===== config.mk =====
export PLATFORM = sky130hd
export DESIGN_NAME = if_id_ex_front
export DESIGN_NICKNAME = d
export VERILOG_FILES = /design/src/rtl/if_id_ex_front.sv
export SDC_FILE = /design/constraint.sdc
export NUM_CORES = 1
export LEC_CHECK = 0
export ABC_AREA = 0
export CORE_MARGIN = 2
export CORE_UTILIZATION = 61
export CTS_CLUSTER_DIAMETER = 200
export DETAILED_ROUTE_END_ITERATION = 6
export GPL_ROUTABILITY_DRIVEN = 0
export PLACE_DENSITY = 0.85
export SLEW_MARGIN = 10
export SYNTH_ARGS = -nofsm -noshare
export SYNTH_HDL_FRONTEND = slang
export SYNTH_SLANG_ARGS = --single-unit
export TNS_END_PERCENT = 50

===== constraint.sdc =====
create_clock -name clock -period 6.47 [get_ports clock]
set_clock_uncertainty 0.2 [all_clocks]
set_input_delay 0.9705 -clock clock [delete_from_list [all_inputs] [get_ports clock]]
set_output_delay 0.9705 -clock clock [all_outputs]
set_load 0.05 [all_outputs]

===== src/rtl/if_id_ex_front.sv =====
// ---------------------------------------------------------------------------
// if_id_ex_front
//   Front half of an 8-bit, 5-stage pipeline: instruction fetch (IF),
//   decode plus 4x8 register file (ID) and execute (EX). The EX/MEM pipeline
//   register drives the outputs consumed by the MEM stage.
//
// Ports
//   clock        in   1  rising-edge clock
//   rst_n        in   1  asynchronous active-low reset
//   imem_addr    out  8  current PC (combinational instruction read address)
//   imem_data    in   8  instruction byte at imem_addr
//   pcj_mux      in   8  redirect target from MEM
//   choice_mux   in   1  redirect taken; squashes IF/ID, ID/EX and EX/MEM
//   wb_data      in   8  writeback value
//   wb_we        in   1  writeback enable
//   wb_rd        in   2  writeback register index
//   zeroOut      out  1  ALU result == 0
//   acOutValue   out  8  ALU result, or memory address for LW/SW
//   ulaJumpOut   out  8  branch/jump target
//   rs           out  8  store data R[rd]
//   rdOut        out  2  destination register
//   WRMem, WMMem, RMMem, NEQMem, JMem, JCMem  out 1  control flags
//
// Instruction byte: [7:5] op, [4:3] rd, [2:0] funct/imm3. 8'h00 is a NOP.
//
// Build option
//   EX_FWD_EN : when defined, EX operands A, B and the store data are taken
//               from acOutValue when the instruction now in EX/MEM writes a
//               register (WRMem=1, RMMem=0) that matches the source register.
// ---------------------------------------------------------------------------
module if_id_ex_front #(
  parameter logic [7:0] RESET_PC = 8'h00
) (
  input  logic       clock,
  input  logic       rst_n,
  output logic [7:0] imem_addr,
  input  logic [7:0] imem_data,
  input  logic [7:0] pcj_mux,
  input  logic       choice_mux,
  input  logic [7:0] wb_data,
  input  logic       wb_we,
  input  logic [1:0] wb_rd,
  output logic       zeroOut,
  output logic [7:0] acOutValue,
  output logic [7:0] ulaJumpOut,
  output logic [7:0] rs,
  output logic [1:0] rdOut,
  output logic       WRMem,
  output logic       WMMem,
  output logic       RMMem,
  output logic       NEQMem,
  output logic       JMem,
  output logic       JCMem
);

  localparam logic [2:0] OP_ALU  = 3'd0;
  localparam logic [2:0] OP_ADDI = 3'd1;
  localparam logic [2:0] OP_LI   = 3'd2;
  localparam logic [2:0] OP_LW   = 3'd3;
  localparam logic [2:0] OP_SW   = 3'd4;
  localparam logic [2:0] OP_J    = 3'd5;
  localparam logic [2:0] OP_BEQ  = 3'd6;
  localparam logic [2:0] OP_BNE  = 3'd7;

  localparam logic [2:0] ALU_ADD = 3'd0;
  localparam logic [2:0] ALU_SUB = 3'd1;

  // ---------------------------------------------------------------- IF
  logic [7:0] r_pc;
  logic [7:0] w_pc_inc;
  logic [7:0] r_ifid_instr;
  logic [7:0] r_ifid_pc1;

  assign w_pc_inc  = r_pc + 8'd1;
  assign imem_addr = r_pc;

  always_ff @(posedge clock or negedge rst_n) begin
    if (!rst_n) begin
      r_pc <= RESET_PC;
    end else begin
      r_pc <= choice_mux ? pcj_mux : w_pc_inc;
    end
  end

  // A squashed slot is simply loaded with the NOP encoding 8'h00.
  always_ff @(posedge clock or negedge rst_n) begin
    if (!rst_n) begin
      r_ifid_instr <= '0;
      r_ifid_pc1   <= '0;
    end else if (choice_mux) begin
      r_ifid_instr <= '0;
      r_ifid_pc1   <= '0;
    end else begin
      r_ifid_instr <= imem_data;
      r_ifid_pc1   <= w_pc_inc;
    end
  end

  // ---------------------------------------------------------------- ID
  logic [7:0] r_regs [0:3];
  logic [2:0] w_op;
  logic [1:0] w_rd;
  logic [2:0] w_funct;
  logic [7:0] w_sx3;
  logic [7:0] w_sx5;
  logic       w_nop;
  logic [7:0] w_rd_val;
  logic [7:0] w_r0_val;
  logic       w_wr, w_wm, w_rm, w_neq, w_j, w_jc;
  logic       w_ina, w_sin, w_sout;
  logic [2:0] w_alu_op;
  logic [7:0] w_id_a;
  logic [7:0] w_id_b;
  logic [7:0] w_id_off;

  assign w_op    = r_ifid_instr[7:5];
  assign w_rd    = r_ifid_instr[4:3];
  assign w_funct = r_ifid_instr[2:0];
  assign w_sx3   = {{5{r_ifid_instr[2]}}, r_ifid_instr[2:0]};
  assign w_sx5   = {{3{r_ifid_instr[4]}}, r_ifid_instr[4:0]};
  assign w_nop   = (r_ifid_instr == 8'h00);

  // Write-through: a register being written this cycle reads as the new value.
  assign w_rd_val = (wb_we && (wb_rd == w_rd)) ? wb_data : r_regs[w_rd];
  assign w_r0_val = (wb_we && (wb_rd == 2'd0)) ? wb_data : r_regs[0];

  always_ff @(posedge clock or negedge rst_n) begin
    if (!rst_n) begin
      for (int i = 0; i < 4; i++) r_regs[i] <= '0;
    end else if (wb_we) begin
      r_regs[wb_rd] <= wb_data;
    end
  end

  // INA forces A to zero, SIN selects R0 as A, SOUT selects sx3 as B.
  always_comb begin
    w_wr     = 1'b0;
    w_wm     = 1'b0;
    w_rm     = 1'b0;
    w_neq    = 1'b0;
    w_j      = 1'b0;
    w_jc     = 1'b0;
    w_ina    = 1'b0;
    w_sin    = 1'b0;
    w_sout   = 1'b0;
    w_alu_op = ALU_ADD;
    if (!w_nop) begin
      case (w_op)
        OP_ALU:  begin w_wr = 1'b1; w_alu_op = w_funct; end
        OP_ADDI: begin w_wr = 1'b1; w_sout = 1'b1; end
        OP_LI:   begin w_wr = 1'b1; w_ina = 1'b1; w_sout = 1'b1; end
        OP_LW:   begin w_wr = 1'b1; w_rm = 1'b1; w_sin = 1'b1; w_sout = 1'b1; end
        OP_SW:   begin w_wm = 1'b1; w_sin = 1'b1; w_sout = 1'b1; end
        OP_J:    begin w_j = 1'b1; end
        OP_BEQ:  begin w_jc = 1'b1; w_alu_op = ALU_SUB; end
        OP_BNE:  begin w_jc = 1'b1; w_neq = 1'b1; w_alu_op = ALU_SUB; end
        default: ;
      endcase
    end
  end

  assign w_id_a   = w_ina ? 8'h00 : (w_sin ? w_r0_val : w_rd_val);
  assign w_id_b   = w_sout ? w_sx3 : w_r0_val;
  assign w_id_off = w_j ? w_sx5 : w_sx3;

  // ID/EX register
  logic       r_idex_live;
  logic [7:0] r_idex_a;
  logic [7:0] r_idex_b;
  logic [7:0] r_idex_rs;
  logic [1:0] r_idex_rd;
  logic [2:0] r_idex_alu_op;
  logic [7:0] r_idex_off;
  logic [7:0] r_idex_pc1;
  logic       r_idex_wr, r_idex_wm, r_idex_rm, r_idex_neq, r_idex_j, r_idex_jc;
`ifdef EX_FWD_EN
  logic [1:0] r_idex_a_src;
  logic       r_idex_a_reg;
  logic       r_idex_b_reg;
`endif

  always_ff @(posedge clock or negedge rst_n) begin
    if (!rst_n) begin
      r_idex_live   <= 1'b0;
      r_idex_a      <= '0;
      r_idex_b      <= '0;
      r_idex_rs     <= '0;
      r_idex_rd     <= '0;
      r_idex_alu_op <= '0;
      r_idex_off    <= '0;
      r_idex_pc1    <= '0;
      r_idex_wr     <= 1'b0;
      r_idex_wm     <= 1'b0;
      r_idex_rm     <= 1'b0;
      r_idex_neq    <= 1'b0;
      r_idex_j      <= 1'b0;
      r_idex_jc     <= 1'b0;
`ifdef EX_FWD_EN
      r_idex_a_src  <= '0;
      r_idex_a_reg  <= 1'b0;
      r_idex_b_reg  <= 1'b0;
`endif
    end else if (choice_mux || w_nop) begin
      r_idex_live   <= 1'b0;
      r_idex_a      <= '0;
      r_idex_b      <= '0;
      r_idex_rs     <= '0;
      r_idex_rd     <= '0;
      r_idex_alu_op <= '0;
      r_idex_off    <= '0;
      r_idex_pc1    <= '0;
      r_idex_wr     <= 1'b0;
      r_idex_wm     <= 1'b0;
      r_idex_rm     <= 1'b0;
      r_idex_neq    <= 1'b0;
      r_idex_j      <= 1'b0;
      r_idex_jc     <= 1'b0;
`ifdef EX_FWD_EN
      r_idex_a_src  <= '0;
      r_idex_a_reg  <= 1'b0;
      r_idex_b_reg  <= 1'b0;
`endif
    end else begin
      r_idex_live   <= 1'b1;
      r_idex_a      <= w_id_a;
      r_idex_b      <= w_id_b;
      r_idex_rs     <= w_rd_val;
      r_idex_rd     <= w_rd;
      r_idex_alu_op <= w_alu_op;
      r_idex_off    <= w_id_off;
      r_idex_pc1    <= r_ifid_pc1;
      r_idex_wr     <= w_wr;
      r_idex_wm     <= w_wm;
      r_idex_rm     <= w_rm;
      r_idex_neq    <= w_neq;
      r_idex_j      <= w_j;
      r_idex_jc     <= w_jc;
`ifdef EX_FWD_EN
      r_idex_a_src  <= w_sin ? 2'd0 : w_rd;
      r_idex_a_reg  <= !w_ina;
      r_idex_b_reg  <= !w_sout;
`endif
    end
  end

  // ---------------------------------------------------------------- EX
  logic       r_zero;
  logic [7:0] r_ac;
  logic [7:0] r_tgt;
  logic [7:0] r_rs;
  logic [1:0] r_rd;
  logic       r_wr, r_wm, r_rm, r_neq, r_j, r_jc;
  logic [7:0] w_a;
  logic [7:0] w_b;
  logic [7:0] w_rs;
  logic [7:0] w_res;
  logic [7:0] w_tgt;

`ifdef EX_FWD_EN
  // Loads (RMMem) are excluded: their value is not known until MEM.
  logic w_fwd_ok;
  assign w_fwd_ok = r_wr && !r_rm;
  assign w_a  = (r_idex_a_reg && w_fwd_ok && (r_rd == r_idex_a_src)) ? r_ac : r_idex_a;
  assign w_b  = (r_idex_b_reg && w_fwd_ok && (r_rd == 2'd0))         ? r_ac : r_idex_b;
  assign w_rs = (w_fwd_ok && (r_rd == r_idex_rd))                     ? r_ac : r_idex_rs;
`else
  assign w_a  = r_idex_a;
  assign w_b  = r_idex_b;
  assign w_rs = r_idex_rs;
`endif

  always_comb begin
    w_res = '0;
    case (r_idex_alu_op)
      3'd0: w_res = w_a + w_b;
      3'd1: w_res = w_a - w_b;
      3'd2: w_res = w_a & w_b;
      3'd3: w_res = w_a | w_b;
      3'd4: w_res = w_a ^ w_b;
      3'd5: w_res = ~w_a;
      3'd6: w_res = {w_a[6:0], 1'b0};
      3'd7: w_res = {1'b0, w_a[7:1]};
      default: w_res = w_a + w_b;
    endcase
  end

  assign w_tgt = r_idex_pc1 + r_idex_off;

  always_ff @(posedge clock or negedge rst_n) begin
    if (!rst_n) begin
      r_zero <= 1'b0; r_ac <= '0; r_tgt <= '0; r_rs <= '0; r_rd <= '0;
      r_wr <= 1'b0; r_wm <= 1'b0; r_rm <= 1'b0; r_neq <= 1'b0; r_j <= 1'b0; r_jc <= 1'b0;
    end else if (choice_mux || !r_idex_live) begin
      r_zero <= 1'b0; r_ac <= '0; r_tgt <= '0; r_rs <= '0; r_rd <= '0;
      r_wr <= 1'b0; r_wm <= 1'b0; r_rm <= 1'b0; r_neq <= 1'b0; r_j <= 1'b0; r_jc <= 1'b0;
    end else begin
      r_zero <= (w_res == 8'h00);
      r_ac   <= w_res;
      r_tgt  <= w_tgt;
      r_rs   <= w_rs;
      r_rd   <= r_idex_rd;
      r_wr   <= r_idex_wr;
      r_wm   <= r_idex_wm;
      r_rm   <= r_idex_rm;
      r_neq  <= r_idex_neq;
      r_j    <= r_idex_j;
      r_jc   <= r_idex_jc;
    end
  end

  assign zeroOut    = r_zero;
  assign acOutValue = r_ac;
  assign ulaJumpOut = r_tgt;
  assign rs         = r_rs;
  assign rdOut      = r_rd;
  assign WRMem      = r_wr;
  assign WMMem      = r_wm;
  assign RMMem      = r_rm;
  assign NEQMem     = r_neq;
  assign JMem       = r_j;
  assign JCMem      = r_jc;

endmodule


# ---- Word-level counts from Yosys, hierarchy flattened
# Index checks and enable logic that the tools add are counted.
dict set report word_totals {
  register_bits 141
  out_inout_bits 41
  elab_cells 136
}
dict set report classes {
  add_sub_neg 4
  magnitude_cmp 3
  n_eq_ne 15
  mux 61
  n_bitwise 6
  n_reduce_logical 15
}
# op n
set op_table {}
lappend op_table {{8-bit two-way mux} 20}
lappend op_table {{8-bit case mux with 8 select lines} 1}
lappend op_table {{32-bit bitwise mux} 1}
lappend op_table {{1-bit two-way mux} 32}
lappend op_table {{3-bit == test, second input constant} 8}
lappend op_table {{8-bit adder} 2}
lappend op_table {{8-bit binary-select mux with 2-bit select} 1}
lappend op_table {{8-bit demux with 2-bit select} 1}
lappend op_table {{8-bit zero test} 2}
lappend op_table {{3-bit by 2-bit == test with 1-bit output, second input constant} 4}
lappend op_table {{8-bit by 1-bit adder with 8-bit output, second input constant} 1}
lappend op_table {{8-bit AND} 1}
lappend op_table {{8-bit inverter} 1}
lappend op_table {{8-bit bitwise OR} 1}
lappend op_table {{4-bit OR reduction} 2}
lappend op_table {{8-bit subtractor} 1}
lappend op_table {{8-bit bitwise XOR} 1}
lappend op_table {{3-bit by 1-bit == test with 1-bit output, second input constant} 2}
lappend op_table {{3-bit >= comparator, second input constant} 2}
lappend op_table {{3-bit zero test} 2}
lappend op_table {{3-bit two-way mux} 2}
lappend op_table {{2-bit inverter with 3-bit output} 2}
lappend op_table {{3-bit case mux with 2 select lines} 1}
lappend op_table {{2-bit two-way mux} 2}
lappend op_table {{other kinds (7)} 11}

# ---- Depth between registers and ports, before layout
dict set report depth {
  depth_word 8
  mapped_depth 11
  depth_no_buf 11
}

# ---- Worst setup path after synthesis
# OpenSTA, ideal clock, no wires.
dict set report synth_timing {
  path_kind {register -> register}
  from {reg r_idex_alu_op[1]}
  to {reg r_zero (netlist: zeroOut)}
  setup_ns 0.096
  arrival_ns 2.414
  required_time_ns 6.174
  setup_slack_ns 3.761
  stages_incl_launch_ff 11
  period_less_slack_ns 2.709
  path_cell_list {dfrtp_1 > buf_2 > nor3b_4 > mux2_2 > fa_1 > nor2b_1 > o2111ai_1 > a211o_1 > nand3_1 > o31ai_1 > nor4_2}
}
dict set report synth_between {
  elab_chain_cells 4
}
# element line
set synth_lines {}
lappend synth_lines {{start, declared} 172} ;# logic [2:0] r_idex_alu_op;
lappend synth_lines {{start signal, assigned} 229} ;# r_idex_alu_op <= w_alu_op;
lappend synth_lines {{3-bit == test, or another cell as far along} 274} ;# case (r_idex_alu_op)
lappend synth_lines {{8-bit case mux with 8 select lines *} 274}
lappend synth_lines {{8-bit zero test *} 297} ;# r_zero <= (w_res == 8'h00);
lappend synth_lines {{1-bit two-way mux *} 293} ;# end else if (choice_mux || !r_idex_live) begin
lappend synth_lines {{end signal, assigned} 297}
lappend synth_lines {{end, declared} 247} ;# logic r_zero;
# Every way passes the cells marked *; elsewhere a longest branch is shown, timed or not.
# A chain may end at the register's enable or synchronous reset.

# ---- Worst setup path in the final report
dict set report layout_timing {
  from {reg r_idex_alu_op[0]}
  to {reg r_zero (netlist: zeroOut)}
}
# The elaborated chain is that of the path after synthesis.

==> flow_summary.toml <==
[outcome]
status = "finished, final reports clean"

[timing]
fin_crit_ps = 3442
finalHoldViolCount = 0
finalSetupTns_ps = 0
max_freq_ghz = 0.2905
setup_viol = 0
worst_slew_pin_slew_ps = 1138
relSlewSlack_pct = 23.95
finalCritPeriodShare_pct = 53.20
rsz0062_at_grt = "no"
slew_violations = 0

[yosys]
ys_top_cells_by_count = "dfrtp_1, nor2_1, inv_1"
synth_edf_count = 0
synthCells = 586
yosysSeqAreaShare_pct = 52.01
synth_most_common_cell = "dfrtp_1"
synth_ff_type = "dfrtp_1"
ys_types = 55
synth_nets = 650
async_flop_share_pct = 100.0
synth-seq-cells = 138
yosysWarningCount = 0
syn_avg_cell_area_um2 = 11.33
synth_top_cell_area_share_pct = 52.01
yosysTopAreaCell = "dfrtp_1"
synthTopCellsByArea = "dfrtp_1, ha_1, mux2_2"
netlist_area_um2 = 6640

[floorplan]
io_pins = 71
die_w_um = 108.3
core_um2 = 10750
start_util_pct = 61.80
rows = 38
fp.dieH_um = 108.3
die-area_um2 = 11740

[clocking]
post-cts-setup-buffers = 0
cts_resized = 0
cts_tree = "done"
cts_buffers = 17
root_buffer = "clkbuf_8"
cts_sinks = 138
htree_levels = 4
clk_pin_slew_ps = 60
cts_buffer_depth = 2
cts_hold_buf = 0
clk_latency_ps = 530

[hold_path]
hold_path_class = "reg -> reg"

[worst_setup_path]
required_ps = 6700
worstPathArrival_ps = 3670
critPathMaxFanout = 23
crit_type = "reg -> reg"
startpoint_type = "flip-flop"
endpoint_kind = "flip-flop"

[pwr]
cellPowerDensity_nw_per_um2 = 326.9
vdd_ir_drop_max_mv = 0.2055
total_power_uw = 2629
p_leak_uw = 0.003674

[finish]
largest_reg_flops = 32
drive_gt1_share_pct = 12.16
antenna_cells = 0
fin_area_um2 = 8043
nets = 718
num-fill-cells = 680
largest_register = "r_regs"
areaGrowthSynthToFinish_pct = 21.12

[placement]
placed_area_um2 = 7427
place_hpwl_mm = 9.512
portBuffers = 70

[job]
maxCapViolations = 0

[global_route]
track_usage_pct = 26.55
antenna_found_initial = 0
grt_max_degree = 91
grt_pass1_wl_mm = 23.52
grt_pass1_vias = 4843
overflow = 0

[routing]
wl_per_cell_um = 17.93
viasPerCell = 5.870
routed_wl_mm = 14.45
drtIter0Drc = 348
dr.pass1.iters = 7
drc_errors = 0
ant_nets = 0
vias = 4731
-- path summary, 6_finish.rpt --
| kind | startpoint | end | slack, ps | cells past startpoint |
|---|---|---|---|---|
| worst max-delay path | r_idex_alu_op[0] | zeroOut | 3030 | 9 |
| worst min-delay path | r_idex_rd[0] | rdOut[0] | 250 | 1 |
| worst max register to register | r_idex_alu_op[0] | zeroOut | 3030 | 9 |
| worst min register to register | r_idex_rd[0] | rdOut[0] | 250 | 1 |
| max in group asynchronous | rst_n | ulaJumpOut[6] | 4410 | 2 |
| min in group asynchronous | rst_n | acOutValue[5] | 420 | 1 |
-- placed cells by master, fill, tap and decap left out, drive strengths merged, types with 3 or more instances in the layout --
master           n
clkdlybuf4s50   69
inv             37
ha              32
or2              3
nand2b           4
xnor2           18
nor2b           24
and2            30
clkinv           3
o22ai           10
nor4             3
a211oi           3
mux4            12
a21o             5
xor2             7
and3             5
a21oi           29
nor2            57
o211ai          11
bufinv           4
dfrtp          138
buf              5
mux2            27
clkbuf          21
nand3           12
o21ai           21
a31o             3
mux2i           21
nand2           22
nor3             4
-- routing by layer --
metal  routed length, um  up-vias  track usage (%)  share of wire, %
met5                   0        -                0                 0
met4                 369        0            11.26               2.6
met3                 773       38            6.932               5.3
met2                7498      202            45.06                52
met1                5809     2324            32.28                40
li1                    -     2167                -                 -
-- logic make-up after synthesis --
| family | after synthesis | synth area share [%] |
|---|---|---|
| simple gates | 170 | 13.17 |
| flops | 138 | 52.01 |
| compound gates | 98 | 9.290 |
| buf+inv | 61 | 3.787 |
| mux | 60 | 11.81 |
| fa+ha+maj | 34 | 6.633 |
| xor+xnor | 25 | 3.298 |
-- cell type report --
type	count	area (um2)	share of cell area (%)
clock buffer	21	449.2	5.585
clock inverter	10	166.4	2.069
inverter	36	135.1	1.680
multi-input combinational	387	2935	36.50
sequential	138	3453	42.94
tap	140	175.2	2.178
timing repair buffer	74	728.2	9.054
-- worst max-delay path, cell delays in order, from the launching register on --
cell,delay [ps]
dfrtp_1,810
nor3b_4,460
mux2_2,420
fa_1,420
nor2b_1,230
o22a_1,190
xnor2_1,110
a21o_1,160
nand3_1,90
nor4_2,250
-- power breakdown --
group / total [uW] / switching (uW) / internal, uW
clock network: 1000 / 358 / 646
logic: 594 / 339 / 255
registers: 1030 / 73.4 / 957
-- metrics by stage --
stage	setup slack (ps)	utilization (%)	instances	hold slack, ps
floorplan	3761	-	586	227.7
global placement	3262	69.12	775	234.5
detailed placement	3135	69.12	775	236.2
CTS	3100	74.85	806	249.5
global route	2867	74.85	806	256.5
finish	3028	74.85	806	247.3
(Power assumes the default switching activity.)
==> patch (same flow settings) <==
Remove the case item `3'd0` of the case on `r_idex_alu_op`.
--- a/src/rtl/if_id_ex_front.sv
+++ b/src/rtl/if_id_ex_front.sv
@@ -274,3 +274,2 @@
     case (r_idex_alu_op)
-      3'd0: w_res = w_a + w_b;
       3'd1: w_res = w_a - w_b;
Function: kept (Yosys induction, for registers that start in step).
==> patch against the original RTL <==
- setup slack got worse by 0.23 ns
- non-clock buffer count rose by 1
- die area rose by 0.52%
- sequential cell count did not move
- routed wire length fell by 1.4%
- synthesized area rose by 0.55%
- critical path depth did not move
- combinational power rose by 1%
- total power rose by 1.1%
- final area rose by 0.58%
==> patch: results (changes against the original RTL) <==
outcome=complete, no violations; Cell Area, Placed=7450 um^2 (+0.37%); r2r setup slk=2.80 ns (-0.23 ns); Filler Cell Count=689 (+1.3%); LEAKAGE=3.75 nW (+1.9%); Post-synth ARST share=100% (unchanged); Total GRT Usage=26.3% (-0.29 points); DP HPWL=9.33 mm (-1.9%); Detailed Route Iter0 Violations=355 (+2.0%); post-synthesis sequential area ratio=51.7% (-0.28 points); hold path endpoint=rs[6]$_DFF_PN0_; drt pass-1 iters=5 (-2); Clk pin slew, worst setup/hold paths=0.06 ns (about the same); initial antenna violation count=0 (unchanged); diodes inserted=0 (unchanged); Synth Warn #=0 (unchanged); dominant cells by area after synthesis=dfrtp_1 (52%), ha_1 (6.0%), mux2_2 (4.4%); max FFs per register=32 (unchanged); post-CTS setup buffers=0 (unchanged); syn_nets=645 (-0.77%); WHS Path Cells=1 (unchanged); Final setup viols=0 (unchanged); count of different cell masters after synthesis=60 (+9.1%); share of layout cells above drive strength 1=12.4% (+0.21 points); routed wl met2=7.41 mm (-1.1%); DRT met1 WL=5.89 mm (+1.5%); top sig layer=met4; Hold Slack=0.243 ns (-0.00424 ns); largest net degree at the start of global routing=71 (-22%); Via density=5.75 (-2.1%); vias in the first global route=4650 (-4.0%); met3 routed WL=690 um (-11%); Final nets=714 (-0.56%); Rel. slew slack=41.1% (+17 points); Max FO, Critical Path=31 (+35%); Hold Crit Start=r_idex_rs[6]$_DFF_PN0_; DR WL/cell=17.7 um (-1.1%); first-pass GRT wire length=23.7 mm (+0.70%); CP arrival=3.93 ns (+0.26 ns); Worst-Skew Late Latency=~0.52 ns; worst-case vdd ir drop=218 uV (+6.2%); top cells by count, synth=dfrtp_1 (138), nor2_1 (54), inv_1 (33), ha_1 (32), and2_1 (30)
[patch: stage by stage]
stage	worst slack, ns	total power, mW	cells	utilization (%)
final	2.80	2.66	803	75.3
after CTS	2.88	2.66	803	75.3
after detailed placement	2.88	1.62	771	69.4
after floorplan	3.69	1.45	581	-
after global routing	2.58	2.78	803	75.3
after global placement	3.01	1.60	771	69.4
[patch: cell families (layout without fill, tap and decap cells)]
family	after synthesis	after routing	synth area share [%]
DFF	138	138	51.7
xor gates and xnor gates	28	28	3.67
muxes	60	60	11.2
and+or+nand+nor	172	172	13.4
AOI/OAI and AO/OA	90	90	9.58
buffers and inverters	59	141	3.90
adders and majority gates	34	34	6.60
[patch: critical path: stages (launching register included)]
cell and delay (ns):
dfrtp_1 0.92, nor3b_2 0.52, mux2_2 0.43, fa_1 0.44
nor2b_1 0.21, o22ai_1 0.14, xnor2_1 0.15, o31ai_1 0.26
nand3_1 0.10, and4b_1 0.25
[patch: layout make-up]
type	instances	area share, %
Tap cell	140	2.17
Multi-Input combinational cell	384	36.6
Timing Repair Buffer	75	9.10
Inverter	34	1.58
Clock buffer	22	5.85
Sequential cell	138	42.7
Clock inverter	10	2.00
[patch: worst max-delay path by stage]
stage,from,end,slack [ns],depth (start not counted)
2_1_floorplan,r_idex_alu_op[1]$_DFF_PN0_,zeroOut$_DFF_PN0_,3.69,9
3_3_place_gp,r_idex_alu_op[0]$_DFF_PN0_,zeroOut$_DFF_PN0_,3.01,9
3_5_place_dp,r_idex_alu_op[0]$_DFF_PN0_,zeroOut$_DFF_PN0_,2.88,9
4_1_cts,r_idex_alu_op[0]$_DFF_PN0_,zeroOut$_DFF_PN0_,2.88,9
5_1_grt,r_idex_alu_op[0]$_DFF_PN0_,zeroOut$_DFF_PN0_,2.58,9
6_report,r_idex_alu_op[0]$_DFF_PN0_,zeroOut$_DFF_PN0_,2.80,9
[patch: layer usage]
layer	track usage [%]	up-vias
li1	-	2142
met5	0	-
met2	44.3	172
met4	9.52	0
met3	5.14	26
met1	34.0	2275
[patch: report_power, final]
part           leakage, nW  switching [mW]  internal, mW  total, mW
logic                 1.65           0.335         0.265      0.600
clock network        0.316           0.358         0.669       1.03
registers             1.78          0.0728         0.958       1.03
total                 3.75           0.766          1.89       2.66
